$ cat src/rtl/norm_shift_seq_if.sv
// Handshake bundle between the significand adder, the normalizer and the rounder.
// The slave modport is the normalizer's view and the master modport is the
// upstream/downstream environment's view.
interface norm_shift_seq_if #(
    parameter int SUM_WIDTH = 48,
    parameter int OUT_WIDTH = 24,
    parameter int LZC_WIDTH = 6,
    parameter int EXP_WIDTH = 10
);
    logic                 in_valid;
    logic                 in_ready;
    logic [SUM_WIDTH-1:0] sum_in;
    logic                 sticky_in;
    logic [EXP_WIDTH-1:0] exp_in;
    logic                 out_valid;
    logic                 out_ready;
    logic [OUT_WIDTH-1:0] mant_out;
    logic                 round_out;
    logic                 sticky_out;
    logic [EXP_WIDTH:0]   exp_out;
    logic [LZC_WIDTH-1:0] lzc_out;
    logic                 zero_out;
    logic                 uf_out;

    modport master (
        output in_valid, sum_in, sticky_in, exp_in, out_ready,
        input  in_ready, out_valid, mant_out, round_out, sticky_out,
               exp_out, lzc_out, zero_out, uf_out
    );

    modport slave (
        input  in_valid, sum_in, sticky_in, exp_in, out_ready,
        output in_ready, out_valid, mant_out, round_out, sticky_out,
               exp_out, lzc_out, zero_out, uf_out
    );
endinterface

$ cat src/rtl/norm_shift_seq.sv
// Iterative post-addition normalizer: shifts the adder magnitude left in coarse
// STEP-bit strides, finishes with one fine shift, then presents the normalized
// significand with round/sticky bits, the corrected exponent and the shift count.
module norm_shift_seq #(
    parameter int SUM_WIDTH = 48,
    parameter int OUT_WIDTH = 24,
    parameter int STEP      = 8,
    parameter int LZC_WIDTH = 6,
    parameter int EXP_WIDTH = 10
) (
    input  logic            clk,
    input  logic            rst_n,
    norm_shift_seq_if.slave bus
);

    localparam int LOW_WIDTH = SUM_WIDTH - OUT_WIDTH - 1;
    localparam int EW1       = EXP_WIDTH + 1;

    typedef enum logic [1:0] {
        IDLE   = 2'd0,
        COARSE = 2'd1,
        FINE   = 2'd2,
        DONE   = 2'd3
    } state_t;

    // Leading zeros of a STEP-bit window; the caller guarantees a set bit.
    function automatic logic [LZC_WIDTH-1:0] lead_zeros(input logic [STEP-1:0] v);
        logic [LZC_WIDTH-1:0] n;
        logic                 found;
        n     = '0;
        found = 1'b0;
        for (int i = STEP - 1; i >= 0; i--) begin
            if (found) begin
                n = n;
            end else if (v[i]) begin
                found = 1'b1;
            end else begin
                n = n + LZC_WIDTH'(1);
            end
        end
        return n;
    endfunction

    state_t               state_q, state_d;
    logic [SUM_WIDTH-1:0] sum_q, sum_d;
    logic [LZC_WIDTH-1:0] lzc_q, lzc_d;
    logic                 sticky_q, sticky_d;
    logic [EXP_WIDTH-1:0] exp_q, exp_d;

    logic                 in_ready_q, in_ready_d;
    logic                 out_valid_q, out_valid_d;
    logic [OUT_WIDTH-1:0] mant_q, mant_d;
    logic                 round_q, round_d;
    logic                 sticky_out_q, sticky_out_d;
    logic [EW1-1:0]       exp_out_q, exp_out_d;
    logic [LZC_WIDTH-1:0] lzc_out_q, lzc_out_d;
    logic                 zero_q, zero_d;
    logic                 uf_q, uf_d;

    logic [SUM_WIDTH-1:0] shifted_s;
    logic [LZC_WIDTH-1:0] fine_p_s;
    logic [EW1-1:0]       exp_diff_s;

    // Next-state, datapath and result computation for the normalizer FSM.
    always_comb begin
        state_d      = state_q;
        sum_d        = sum_q;
        lzc_d        = lzc_q;
        sticky_d     = sticky_q;
        exp_d        = exp_q;
        mant_d       = mant_q;
        round_d      = round_q;
        sticky_out_d = sticky_out_q;
        exp_out_d    = exp_out_q;
        lzc_out_d    = lzc_out_q;
        zero_d       = zero_q;
        uf_d         = uf_q;
        shifted_s    = '0;
        fine_p_s     = '0;
        exp_diff_s   = '0;

        case (state_q)
            IDLE: begin
                if (bus.in_valid) begin
                    sum_d    = bus.sum_in;
                    sticky_d = bus.sticky_in;
                    exp_d    = bus.exp_in;
                    lzc_d    = '0;
                    state_d  = COARSE;
                end else begin
                    state_d  = IDLE;
                end
            end
            COARSE: begin
                if (sum_q == '0) begin
                    // All-zero magnitude: report full-width shift, exponent untouched.
                    lzc_d        = LZC_WIDTH'(SUM_WIDTH);
                    mant_d       = '0;
                    round_d      = 1'b0;
                    sticky_out_d = sticky_q;
                    exp_out_d    = {1'b0, exp_q};
                    lzc_out_d    = LZC_WIDTH'(SUM_WIDTH);
                    zero_d       = 1'b1;
                    uf_d         = 1'b0;
                    state_d      = DONE;
                end else if (sum_q[SUM_WIDTH-1 -: STEP] == '0) begin
                    sum_d   = sum_q << STEP;
                    lzc_d   = lzc_q + LZC_WIDTH'(STEP);
                    state_d = COARSE;
                end else begin
                    state_d = FINE;
                end
            end
            FINE: begin
                fine_p_s     = lead_zeros(sum_q[SUM_WIDTH-1 -: STEP]);
                shifted_s    = sum_q << fine_p_s;
                sum_d        = shifted_s;
                lzc_d        = lzc_q + fine_p_s;
                exp_diff_s   = {1'b0, exp_q} - EW1'(lzc_d);
                mant_d       = shifted_s[SUM_WIDTH-1 -: OUT_WIDTH];
                round_d      = shifted_s[LOW_WIDTH];
                sticky_out_d = (|shifted_s[LOW_WIDTH-1:0]) | sticky_q;
                exp_out_d    = exp_diff_s;
                lzc_out_d    = lzc_d;
                zero_d       = 1'b0;
                // Underflow when the signed exponent is zero or negative.
                uf_d         = exp_diff_s[EW1-1] | (exp_diff_s == '0);
                state_d      = DONE;
            end
            DONE: begin
                if (bus.out_ready) begin
                    state_d = IDLE;
                end else begin
                    state_d = DONE;
                end
            end
            default: begin
                state_d = IDLE;
            end
        endcase

        in_ready_d  = (state_d == IDLE);
        out_valid_d = (state_d == DONE);
    end

    // State, working registers and registered outputs with async reset.
    always_ff @(posedge clk or negedge rst_n) begin
        if (!rst_n) begin
            state_q      <= IDLE;
            sum_q        <= '0;
            lzc_q        <= '0;
            sticky_q     <= 1'b0;
            exp_q        <= '0;
            in_ready_q   <= 1'b1;
            out_valid_q  <= 1'b0;
            mant_q       <= '0;
            round_q      <= 1'b0;
            sticky_out_q <= 1'b0;
            exp_out_q    <= '0;
            lzc_out_q    <= '0;
            zero_q       <= 1'b0;
            uf_q         <= 1'b0;
        end else begin
            state_q      <= state_d;
            sum_q        <= sum_d;
            lzc_q        <= lzc_d;
            sticky_q     <= sticky_d;
            exp_q        <= exp_d;
            in_ready_q   <= in_ready_d;
            out_valid_q  <= out_valid_d;
            mant_q       <= mant_d;
            round_q      <= round_d;
            sticky_out_q <= sticky_out_d;
            exp_out_q    <= exp_out_d;
            lzc_out_q    <= lzc_out_d;
            zero_q       <= zero_d;
            uf_q         <= uf_d;
        end
    end

    assign bus.in_ready   = in_ready_q;
    assign bus.out_valid  = out_valid_q;
    assign bus.mant_out   = mant_q;
    assign bus.round_out  = round_q;
    assign bus.sticky_out = sticky_out_q;
    assign bus.exp_out    = exp_out_q;
    assign bus.lzc_out    = lzc_out_q;
    assign bus.zero_out   = zero_q;
    assign bus.uf_out     = uf_q;

endmodule

$ cat src/flat_wrapper.sv
// flat-port wrapper written by rule: the top's interface ports become plain ports
module norm_shift_seq_flat 
#(
    parameter int SUM_WIDTH = 48,
    parameter int OUT_WIDTH = 24,
    parameter int STEP      = 8,
    parameter int LZC_WIDTH = 6,
    parameter int EXP_WIDTH = 10
)
  (clk, rst_n, bus_in_valid, bus_sum_in, bus_sticky_in, bus_exp_in, bus_out_ready, bus_in_ready, bus_out_valid, bus_mant_out, bus_round_out, bus_sticky_out, bus_exp_out, bus_lzc_out, bus_zero_out, bus_uf_out);
  norm_shift_seq_if #(.SUM_WIDTH(SUM_WIDTH), .OUT_WIDTH(OUT_WIDTH), .LZC_WIDTH(LZC_WIDTH), .EXP_WIDTH(EXP_WIDTH)) bus_i ();
  input  logic clk;
  input  logic rst_n;
  input wire logic [$bits(bus_i.in_valid)-1:0] bus_in_valid;
  input wire logic [$bits(bus_i.sum_in)-1:0] bus_sum_in;
  input wire logic [$bits(bus_i.sticky_in)-1:0] bus_sticky_in;
  input wire logic [$bits(bus_i.exp_in)-1:0] bus_exp_in;
  input wire logic [$bits(bus_i.out_ready)-1:0] bus_out_ready;
  output wire logic [$bits(bus_i.in_ready)-1:0] bus_in_ready;
  output wire logic [$bits(bus_i.out_valid)-1:0] bus_out_valid;
  output wire logic [$bits(bus_i.mant_out)-1:0] bus_mant_out;
  output wire logic [$bits(bus_i.round_out)-1:0] bus_round_out;
  output wire logic [$bits(bus_i.sticky_out)-1:0] bus_sticky_out;
  output wire logic [$bits(bus_i.exp_out)-1:0] bus_exp_out;
  output wire logic [$bits(bus_i.lzc_out)-1:0] bus_lzc_out;
  output wire logic [$bits(bus_i.zero_out)-1:0] bus_zero_out;
  output wire logic [$bits(bus_i.uf_out)-1:0] bus_uf_out;
  assign bus_i.in_valid = bus_in_valid;
  assign bus_i.sum_in = bus_sum_in;
  assign bus_i.sticky_in = bus_sticky_in;
  assign bus_i.exp_in = bus_exp_in;
  assign bus_i.out_ready = bus_out_ready;
  assign bus_in_ready = bus_i.in_ready;
  assign bus_out_valid = bus_i.out_valid;
  assign bus_mant_out = bus_i.mant_out;
  assign bus_round_out = bus_i.round_out;
  assign bus_sticky_out = bus_i.sticky_out;
  assign bus_exp_out = bus_i.exp_out;
  assign bus_lzc_out = bus_i.lzc_out;
  assign bus_zero_out = bus_i.zero_out;
  assign bus_uf_out = bus_i.uf_out;
  norm_shift_seq #(.SUM_WIDTH(SUM_WIDTH), .OUT_WIDTH(OUT_WIDTH), .STEP(STEP), .LZC_WIDTH(LZC_WIDTH), .EXP_WIDTH(EXP_WIDTH)) u_core (.clk(clk), .rst_n(rst_n), .bus(bus_i));
endmodule
$ cat config.mk
export PLATFORM = sky130hd
export DESIGN_NAME = norm_shift_seq_flat
export DESIGN_NICKNAME = d
export VERILOG_FILES = /design/src/rtl/norm_shift_seq_if.sv /design/src/rtl/norm_shift_seq.sv /design/src/flat_wrapper.sv
export SDC_FILE = /design/constraint.sdc
export NUM_CORES = 1
export LEC_CHECK = 0
export CAP_MARGIN = 10
export CELL_PAD_IN_SITES_DETAIL_PLACEMENT = 0
export CELL_PAD_IN_SITES_GLOBAL_PLACEMENT = 1
export CORE_UTILIZATION = 47
export DETAILED_ROUTE_END_ITERATION = 12
export GPL_ROUTABILITY_DRIVEN = 0
export PLACE_DENSITY = 0.87
export SKIP_CTS_REPAIR_TIMING = 1
export SLEW_MARGIN = 5
export SYNTH_ARGS = -nofsm -noshare
export SYNTH_HDL_FRONTEND = slang
export SYNTH_SLANG_ARGS = --single-unit
$ cat constraint.sdc
create_clock -name clk -period 18.85 [get_ports clk]
set_input_delay 4.7125 -clock clk [delete_from_list [all_inputs] [get_ports clk]]
set_output_delay 4.7125 -clock clk [all_outputs]
set_load 0.01 [all_outputs]
# Yosys cells after proc, flatten, opt, wreduce, memory -nomap -nowiden

Cells that the tools add are included.

RAM bits: 0
Input bits: 63
ROM bits: 0
Latch bits: 0
Memories: 0
Output and inout bits: 47
Flip-flop bits (word level): 114
Word-level logic and storage cells: 117

Shift-type cells: 1
Add/subtract/negate cells: 10
Magnitude comparators: 0
Multipliers: 0
Eq/ne operators: 9
Reduce and logical (&&, ||, !) cells: 12
Multiplexer cells: 69
Bitwise logic cells: 2
Divide/modulo/power cells: 0

Operator list:

| kind                                                           | number |
|---|---|
| 6-bit 2-to-1 mux                                               | 26 |
| 48-bit 2-to-1 mux                                              | 3 |
| 48-bit one-hot mux with 3 select lines                         | 1 |
| 48-bit logical NOT                                             | 1 |
| 24-bit one-hot mux with 2 select lines                         | 1 |
| 48-bit by 6-bit left shift with 48-bit output                  | 1 |
| 6-bit by 1-bit adder with 6-bit output (second input constant) | 7 |
| 1-bit 2-to-1 mux                                               | 25 |
| 24-bit 2-to-1 mux                                              | 1 |
| 23-bit OR reduction                                            | 1 |
| 11-bit one-hot mux with 2 select lines                         | 1 |
| 6-bit one-hot mux with 3 select lines                          | 1 |
| 6-bit one-hot mux with 2 select lines                          | 1 |
| 11-bit logical NOT                                             | 1 |
| 11-bit 2-to-1 mux                                              | 1 |
| 10-bit by 6-bit subtractor with 11-bit output                  | 1 |
| 8-bit logical NOT                                              | 1 |
| 1-bit one-hot mux with 2 select lines                          | 4 |
| 2-bit one-hot mux with 4 select lines                          | 1 |
| 6-bit by 4-bit adder with 6-bit output (second input constant) | 1 |
| 6-bit adder                                                    | 1 |
| 2-bit equality test (second input constant)                    | 3 |
| 2-bit 2-to-1 mux                                               | 3 |
| 2-bit logical NOT                                              | 2 |
| 10 further kinds                                               | 14 |

# Longest topological paths before layout

Gate-level depths: netlist of run 1.

Depth in word-level cells: 35
Gate-level depth with buffers: 38

# Worst setup path before layout of run 1

OpenSTA, ideal clock, no wires.

Kind: flip-flop to flip-flop
Start: reg u_core.sum_q[47]
End: reg u_core.uf_q (netlist: u_core.bus.uf_out)
Library setup time: 0.065 ns
Clock period less this slack: 6.942 ns
Slack: 11.908 ns
Stages on the path, launching flop included: 35
Arrival time: 6.877 ns
Path through: dfrtp_1 buf_6 nor2_1 ha_1 o31a_1 ha_1 mux2i_1 nand2_1 nand2_1 inv_1 ha_1 nand2_1 o21ai_0 ha_1 o21ai_0 a21oi_1 ha_1 or4b_4 o21ai_2 mux2_4 mux2i_1 buf_6 clkinv_8 buf_6 buf_6 ha_1 a21oi_1 xnor2_1 inv_1 ha_1 xor2_1 or4b_2 nor4b_1 o21ai_0 nand2_1

Longest elaborated chain between the ends: 35
Elaborated cells on any way between the ends: 52
Those cells by class: add/sub: 9; eq/ne: 1; mux: 38; bitwise: 1; reduce/logical: 3

RTL lines:

| item                                          | line                  | source |
|---|---|---|
| start: declaration                            | norm_shift_seq.sv:45  | `logic [SUM_WIDTH-1:0] sum_q, sum_d;` |
| start signal: assignment                      | norm_shift_seq.sv:165 | `sum_q <= sum_d;` |
| 1-bit 2-to-1 mux                              | norm_shift_seq.sv:35  | `end else if (v[i]) begin` |
| 6-bit 2-to-1 mux                              | norm_shift_seq.sv:82  | `case (state_q)` |
| 6-bit by 1-bit adder with 6-bit output        | norm_shift_seq.sv:38  | `n = n + LZC_WIDTH'(1);` |
| 6-bit 2-to-1 mux                              | norm_shift_seq.sv:35  |  |
| 6-bit 2-to-1 mux                              | norm_shift_seq.sv:33  | `if (found) begin` |
| 6-bit 2-to-1 mux                              | norm_shift_seq.sv:82  |  |
| 6-bit by 1-bit adder with 6-bit output        | norm_shift_seq.sv:38  |  |
| 6-bit 2-to-1 mux                              | norm_shift_seq.sv:35  |  |
| (+19 left out)                                | n/a                   |  |
| 6-bit 2-to-1 mux                              | norm_shift_seq.sv:35  |  |
| 6-bit 2-to-1 mux                              | norm_shift_seq.sv:33  |  |
| 6-bit 2-to-1 mux                              | norm_shift_seq.sv:82  |  |
| 6-bit adder                                   | norm_shift_seq.sv:118 | `lzc_d = lzc_q + fine_p_s;` |
| 10-bit by 6-bit subtractor with 11-bit output | norm_shift_seq.sv:119 | `exp_diff_s = {1'b0, exp_q} - EW1'(lzc_d);` |
| 11-bit logical NOT                            | norm_shift_seq.sv:127 | `uf_d = exp_diff_s[EW1-1] \| (exp_diff_s == '0);` |
| 1-bit bitwise OR                              | norm_shift_seq.sv:127 |  |
| 1-bit one-hot mux with 2 select lines         | norm_shift_seq.sv:82  |  |
| end signal: assignment                        | norm_shift_seq.sv:177 | `uf_q <= uf_d;` |
| end: declaration                              | norm_shift_seq.sv:58  | `logic uf_q, uf_d;` |

Parallel ways exist; a longest one is shown, timed or not. The select of a mux whose other input is x is not followed.
A chain may end at the register's enable or synchronous reset.

# Worst setup path after layout of run 1

Ends and elaborated chain as after synthesis.

==> results of run 1 <==
## synth_stat cells (4+ instances only)
master,count
o211ai_1,16
a22oi_1,4
dfrtp_1,113
o21a_1,6
o21ai_0,97
nand3b_1,5
nor2_1,96
and2_1,4
a21oi_1,59
mux2_2,42
and3_1,12
a221oi_1,13
nand2_1,94
buf_6,9
a21o_1,14
o21ai_1,15
buf_2,16
xnor2_1,8
nand2b_1,6
o22ai_1,17
a211oi_1,11
o31ai_1,4
nor3_1,27
nand4_1,5
ha_1,22
inv_1,20
a31oi_1,27
clkbuf_1,47
or3_1,25
xor2_1,8
nor4_1,12
nor2b_1,4
nand3_1,21
mux2i_1,100
## worst max path at each step
| stage | start | end | cells after the start |
|---|---|---|---|
| floorplan | u_core.sum_q[47] | u_core.bus.uf_out | 34 |
| global placement | u_core.sum_q[47] | u_core.bus.uf_out | 31 |
| detailed placement | u_core.sum_q[47] | u_core.bus.uf_out | 31 |
| CTS | u_core.sum_q[47] | u_core.bus.uf_out | 31 |
| global route | u_core.sum_q[47] | u_core.bus.uf_out | 31 |
| finish | u_core.sum_q[47] | u_core.bus.uf_out | 31 |
## critical path: cells and delay by family, from the launching register on
| kind | cells | cell delay (ps) |
|---|---|---|
| compound gates | 7 | 990 |
| xor+xnor | 2 | 350 |
| fa+ha+maj | 7 | 2150 |
| buf+inv | 4 | 980 |
| flops | 1 | 480 |
| mux | 3 | 650 |
| simple gates | 8 | 2180 |
## routing by layer
metal  track usage (%)  vias to the layer above  routed length (um)
met5                 0                        -                   0
met2              49.0                      431               13900
met3              6.39                       70                2390
li1                  -                     4032                   -
met4              10.8                        0                 970
met1              41.2                     4192               12500
## registers in the layout, summed over array words and instances, names as in the netlist
signal,count
u_core.bus.exp_out,11
u_core.bus.in_ready,1
u_core.bus.lzc_out,6
u_core.bus.mant_out,24
u_core.bus.out_valid,1
u_core.bus.round_out,1
u_core.bus.sticky_out,1
u_core.bus.uf_out,1
u_core.bus.zero_out,1
u_core.exp_q,10
u_core.lzc_q,6
u_core.state_q,2
u_core.sticky_q,1
u_core.sum_q,48
## power by group through the flow
stage	registers, mW	clock network [mW]	logic, mW
after floorplan	0.466	0	1.19
after global placement	0.511	0	1.59
after detailed placement	0.513	0	1.60
after CTS	0.511	0.330	1.62
after global routing	0.528	0.342	1.79
final	0.516	0.327	1.65
## kinds of logic after synthesis
logic type,after synthesis
muxes,152
adders and majority gates,24
buffers and inverters,106
DFF,114
and+or+nand+nor,331
AOI/OAI and AO/OA,314
xor gates and xnor gates,17
## area by class of cell
cell class,count,area share (%)
Sequential cell,114,26.5
Clock inverter,12,1.23
Timing Repair Buffer,125,11.2
Inverter,27,1.13
Clock buffer,19,4.20
Tap cell,234,2.71
Multi-Input combinational cell,838,53.1
==> impl_metrics.py, run 1 <==
metrics = {
    "status": {
        "outcome": "finished, final reports clean",
    },
    "logic_synthesis": {
        "synth_compound_area_share_pct": 21.5,
        "yosys_warnings": 0,
        "avgSynthCellArea_um2": 8.55,
        "postSynthCellCount": 1058,
        "async_reset_ff_share_pct": 100,
        "yosysTopAreaCellShare_pct": 31.2,
        "synth_top_family_by_area": "compound AO/OA/AOI/OAI gates",
        "yosysTopAreaCell": "dfrtp_1",
        "synth.cell_area_um2": 9050,
        "yosys.area_share.simple_pct": 17.8,
        "synth.net_count": 1145,
        "synth_edf_count": 0,
        "yosys.area_share.adder_pct": 3.48,
        "muxShareOfSynthArea_pct": 18.2,
        "ys_seq_area_share_pct": 31.5,
        "ys_types": 86,
        "synth_seq_cells": 114,
        "ys.flop_type": "dfrtp_1",
        "synth_xor_area_share_pct": 1.80,
        "synth.area.top_cells": "dfrtp_1 31%, mux2i_1 11%, o21ai_0 5.4%, mux2_2 5.2%, nor2_1 4.0%",
    },
    "timing": {
        "drv_slew": 0,
        "layout_min_cycle_time_ps": 7850,
        "rsz0062_at_grt": "no",
        "hold_viol": 0,
        "max_freq_ghz": 0.127,
        "fin_skew_ps": 15.7,
        "hold_ws_ps": 477,
        "worstMarginPinSlew_ps": 1060,
        "slew-limit-headroom_pct": 28.7,
        "setup_viol": 0,
        "layout_setup_ws_ps": 11000,
        "fin_setup_tns_ps": 0,
        "period_share_pct": 41.6,
    },
    "power": {
        "swShare_pct": 50.7,
        "power.internal_mw": 1.23,
        "p_leak_nw": 4.54,
        "p_comb_share_pct": 66.2,
        "powerDensity_nw_per_um2": 231,
        "p_total_mw": 2.49,
        "clkPwrFrac_pct": 13.1,
        "seqPwrFrac_pct": 20.7,
        "power.switching_mw": 1.26,
        "ir_drop_mv": 0.114,
    },
    "run": {
        "cap_violations": 0,
    },
    "global_route": {
        "grt-ovfl-total": 0,
        "grt_first_pass_wirelength_um": 47300,
        "grt_pass1_vias": 8465,
        "grt_max_degree": 73,
        "antenna_found_initial": 0,
        "grtUsageTotal_pct": 30.7,
    },
    "critical_path": {
        "crit_path_start_kind": "flip-flop",
        "arrival_ps": 8220,
        "r2r_start": "u_core.sum_q[47]",
        "path_max_fanout": 37,
        "cpPeakStageDelay_ps": 650,
        "crit_top_cell": "ha_1",
        "critPathSlowestCell": "or4b_2",
        "rrSetupSlack_ps": 11000,
        "crit_path_end_kind": "flip-flop",
        "r2r_end": "u_core.bus.uf_out",
        "crit_type": "flip-flop to flip-flop",
        "r2r_cells": 31,
        "crit_required_ps": 19220,
    },
    "clock_tree": {
        "cts-root-buf": "clkbuf_16",
        "cts_tree": "yes",
        "cts_max_level": 4,
        "clkLatencyLatePin_ps": 430,
        "clk_pin_slew_worst_paths_ps": 60,
        "clk_path_buf_depth": 2,
        "numClockSinks": 114,
        "cts_made_buffers": 17,
    },
    "route": {
        "drtIter0Drc": 1085,
        "via_per_inst": 6.37,
        "first_pass_iters": 8,
        "vias": 8725,
        "detail-route-antenna-nets": 0,
        "finalWirelength_um": 29800,
        "drc": 0,
        "wl_per_cell_um": 21.8,
    },
    "placed_design": {
        "dp.cells": 1338,
        "placed_area_um2": 10200,
        "place_hpwl_um": 21000,
        "io_buffers": 109,
        "pre_cts_ws_ps": 11120,
    },
    "finish": {
        "fin_util_pct": 57.5,
        "n_antenna_cell": 0,
        "final_area_um2": 10800,
        "finalNonFillerCells": 1369,
        "nFillCells": 1709,
        "multiInputGateArea_um2": 5720,
        "area_growth_pct": 19.2,
        "final_common_cell": "dfrtp_1",
        "regArea_um2": 2850,
        "drive_gt1_share_pct": 11.5,
        "final_cell_mix": "113 x dfrtp_1, 108 x clkdlybuf4s50_1, 99 x mux2i_1",
        "fin_nets": 1210,
    },
    "floorplanning": {
        "start_util_pct": 48.2,
        "die_w_um": 141,
        "die_h_um": 141,
        "ioPinCount": 110,
        "core_area_um2": 18800,
        "dieArea_um2": 19800,
        "rows": 50,
    },
    "hold_path": {
        "hold_start": "u_core.bus.mant_out[22]",
        "worstHoldPathCells": 2,
        "hold_end": "u_core.bus.mant_out[22]",
        "hp-class": "flip-flop to flip-flop",
    },
}
(Power assumes the default switching activity.)
==> inputs of run 2 (changes only) <==
Settings changed: CORE_UTILIZATION 47 to 43, PLACE_DENSITY 0.87 to 0.8.
Clock period 18.85 ns to 7.7 ns, I/O delays scaled along.
==> run 2 against run 1 <==
Against the previous run:
- final cell count up 2.9%
- cell area increased by 0.45%
- combinational power increased by 140%
- wire length rose by 2.3%
- sequential power is 140% higher
- critical path depth stayed put
- clock skew grew 2.1 ps
- critical path type unchanged
- highest routed layer unchanged
==> impl_metrics.py, run 2 (synthesis gave the netlist of run 1 again) <==
metrics = {
    "power": {
        "p_leak_nw": 4.53,
        "p_total_mw": 6.05,
        "swShare_pct": 51.0,
        "power.internal_mw": 2.97,
        "clkPwrFrac_pct": 12.5,
        "power.switching_mw": 3.09,
        "ir_drop_mv": 0.422,
        "seqPwrFrac_pct": 20.9,
        "powerDensity_nw_per_um2": 559,
        "p_comb_share_pct": 66.6,
    },
    "timing": {
        "fin_skew_ps": 17.8,
        "setup_viol": 0,
        "drv_slew": 0,
        "layout_min_cycle_time_ps": 7120,
        "max_freq_ghz": 0.140,
        "slew-limit-headroom_pct": 27.7,
        "fin_setup_tns_ps": 0,
        "period_share_pct": 92.5,
        "rsz0062_at_grt": "no",
        "worstMarginPinSlew_ps": 1080,
        "hold_viol": 0,
    },
    "critical_path": {
        "startpoint": "u_core.sum_q[45]",
        "cpPeakStageDelay_ps": 660,
        "crit_path_end_kind": "flip-flop",
        "arrival_ps": 7500,
        "crit_path_start_kind": "flip-flop",
        "r2r_start": "u_core.sum_q[45]",
        "crit_top_cell": "ha_1",
        "path_max_fanout": 8,
        "crit_type": "flip-flop to flip-flop",
        "critPathSlowestCell": "or4b_2",
        "crit_required_ps": 8070,
    },
    "clock_tree": {
        "cts_max_level": 4,
        "clk_path_buf_depth": 2,
        "clk_pin_slew_worst_paths_ps": 60,
        "numClockSinks": 114,
        "cts_tree": "yes",
        "clkLatencyLatePin_ps": 430,
        "cts_made_buffers": 17,
        "cts-root-buf": "clkbuf_16",
    },
    "hold_path": {
        "hp-class": "flip-flop to flip-flop",
        "hold_start": "u_core.bus.mant_out[17]",
    },
    "finish": {
        "regMostFlops": "u_core.sum_q",
        "largest_reg_flops": 48,
        "area_growth_pct": 19.7,
        "n_antenna_cell": 0,
        "fin_util_pct": 53.0,
        "multiInputGateArea_um2": 5730,
        "drive_gt1_share_pct": 11.9,
        "regArea_um2": 2850,
        "final_cell_mix": "113 x dfrtp_1, 108 x clkdlybuf4s50_1, 99 x mux2i_1",
        "fin_nets": 1213,
        "final_area_um2": 10800,
        "final_common_cell": "dfrtp_1",
        "nFillCells": 1974,
    },
    "global_route": {
        "antenna_found_initial": 0,
        "grt_first_pass_wirelength_um": 48300,
        "grt_max_degree": 62,
        "grtUsageTotal_pct": 28.6,
        "grt_use_met2_pct": 46.5,
        "grt_pass1_vias": 8456,
        "grtUsageMet1_pct": 39.1,
        "grt-ovfl-total": 0,
        "grt_busiest_layer": "met2",
        "met3_usage_pct": 4.63,
    },
    "route": {
        "drc": 0,
        "vias": 8668,
        "detail-route-antenna-nets": 0,
        "finalWirelength_um": 30500,
        "drtIter0Drc": 935,
        "wl_per_cell_um": 21.6,
        "via_per_inst": 6.15,
        "first_pass_iters": 5,
    },
    "floorplanning": {
        "die_h_um": 147,
        "die_w_um": 147,
        "ioPinCount": 110,
        "rows": 52,
        "start_util_pct": 44.3,
        "core_area_um2": 20400,
        "dieArea_um2": 21600,
    },
    "status": {
        "outcome": "finished, final reports clean",
    },
    "placed_design": {
        "io_buffers": 109,
        "placed_area_um2": 10300,
        "place_hpwl_um": 22100,
    },
    "run": {
        "cap_violations": 0,
    },
}
run 2: cell types whose count changed in the layout (fill, tap and decap cells not counted), sizes merged:
cell / delta
clkbuf: -1
bufinv: -1
inv: +2
clkinvlp: +1
buf: +3
run 2: path summary, 6_finish.rpt:
kind	end	slack [ps]	cells past startpoint
worst max-delay path	u_core.bus.uf_out	580	31
worst min-delay path	u_core.bus.mant_out[17]	480	2
worst max register to register	u_core.bus.uf_out	580	31
worst min register to register	u_core.bus.mant_out[17]	480	2
max in group asynchronous	u_core.sum_q[45]	4890	2
min in group asynchronous	u_core.bus.out_valid	1580	1
run 2: critical path, delay by kind of cell (launching register included):
family                     cells  cell delay [ps]
buffers and inverters          3              250
xor gates and xnor gates       2              350
DFF                            1              510
muxes                          3              840
adders and majority gates      7             2020
AOI/OAI and AO/OA              7              970
and+or+nand+nor                9             2120
run 2: power by group through the flow:
| stage | registers, mW | logic, mW | clock network, mW |
|---|---|---|---|
| after floorplan | 1.14 | 2.90 | 0 |
| after global routing | 1.29 | 4.38 | 0.788 |
| after CTS | 1.25 | 3.96 | 0.771 |
| after global placement | 1.26 | 3.93 | 0 |
| final | 1.26 | 4.03 | 0.758 |
| after detailed placement | 1.26 | 3.94 | 0 |
run 2: stage by stage:
stage	std cells	hold WS (ps)	setup slack, ps
global placement	1377	472	743
CTS	1409	487	629
floorplan	1058	455	758
detailed placement	1377	473	638
global route	1409	506	94.8
finish	1409	479	576
run 2: per-layer routing:
| metal | wire [um] | vias to the layer above |
|---|---|---|
| li1 | - | 4048 |
| met1 | 13500 | 4232 |
| met2 | 14400 | 342 |
| met3 | 1980 | 46 |
| met4 | 609 | 0 |
| met5 | 0 | - |
run 2: layout make-up:
| type | count | share of cell area, % |
|---|---|---|
| tap | 270 | 3.12 |
| clock inverter | 14 | 1.21 |
| timing repair buffer | 128 | 11.4 |
| sequential | 114 | 26.3 |
| inverter | 27 | 1.12 |
| multi-input combinational | 838 | 52.9 |
| clock buffer | 18 | 3.96 |
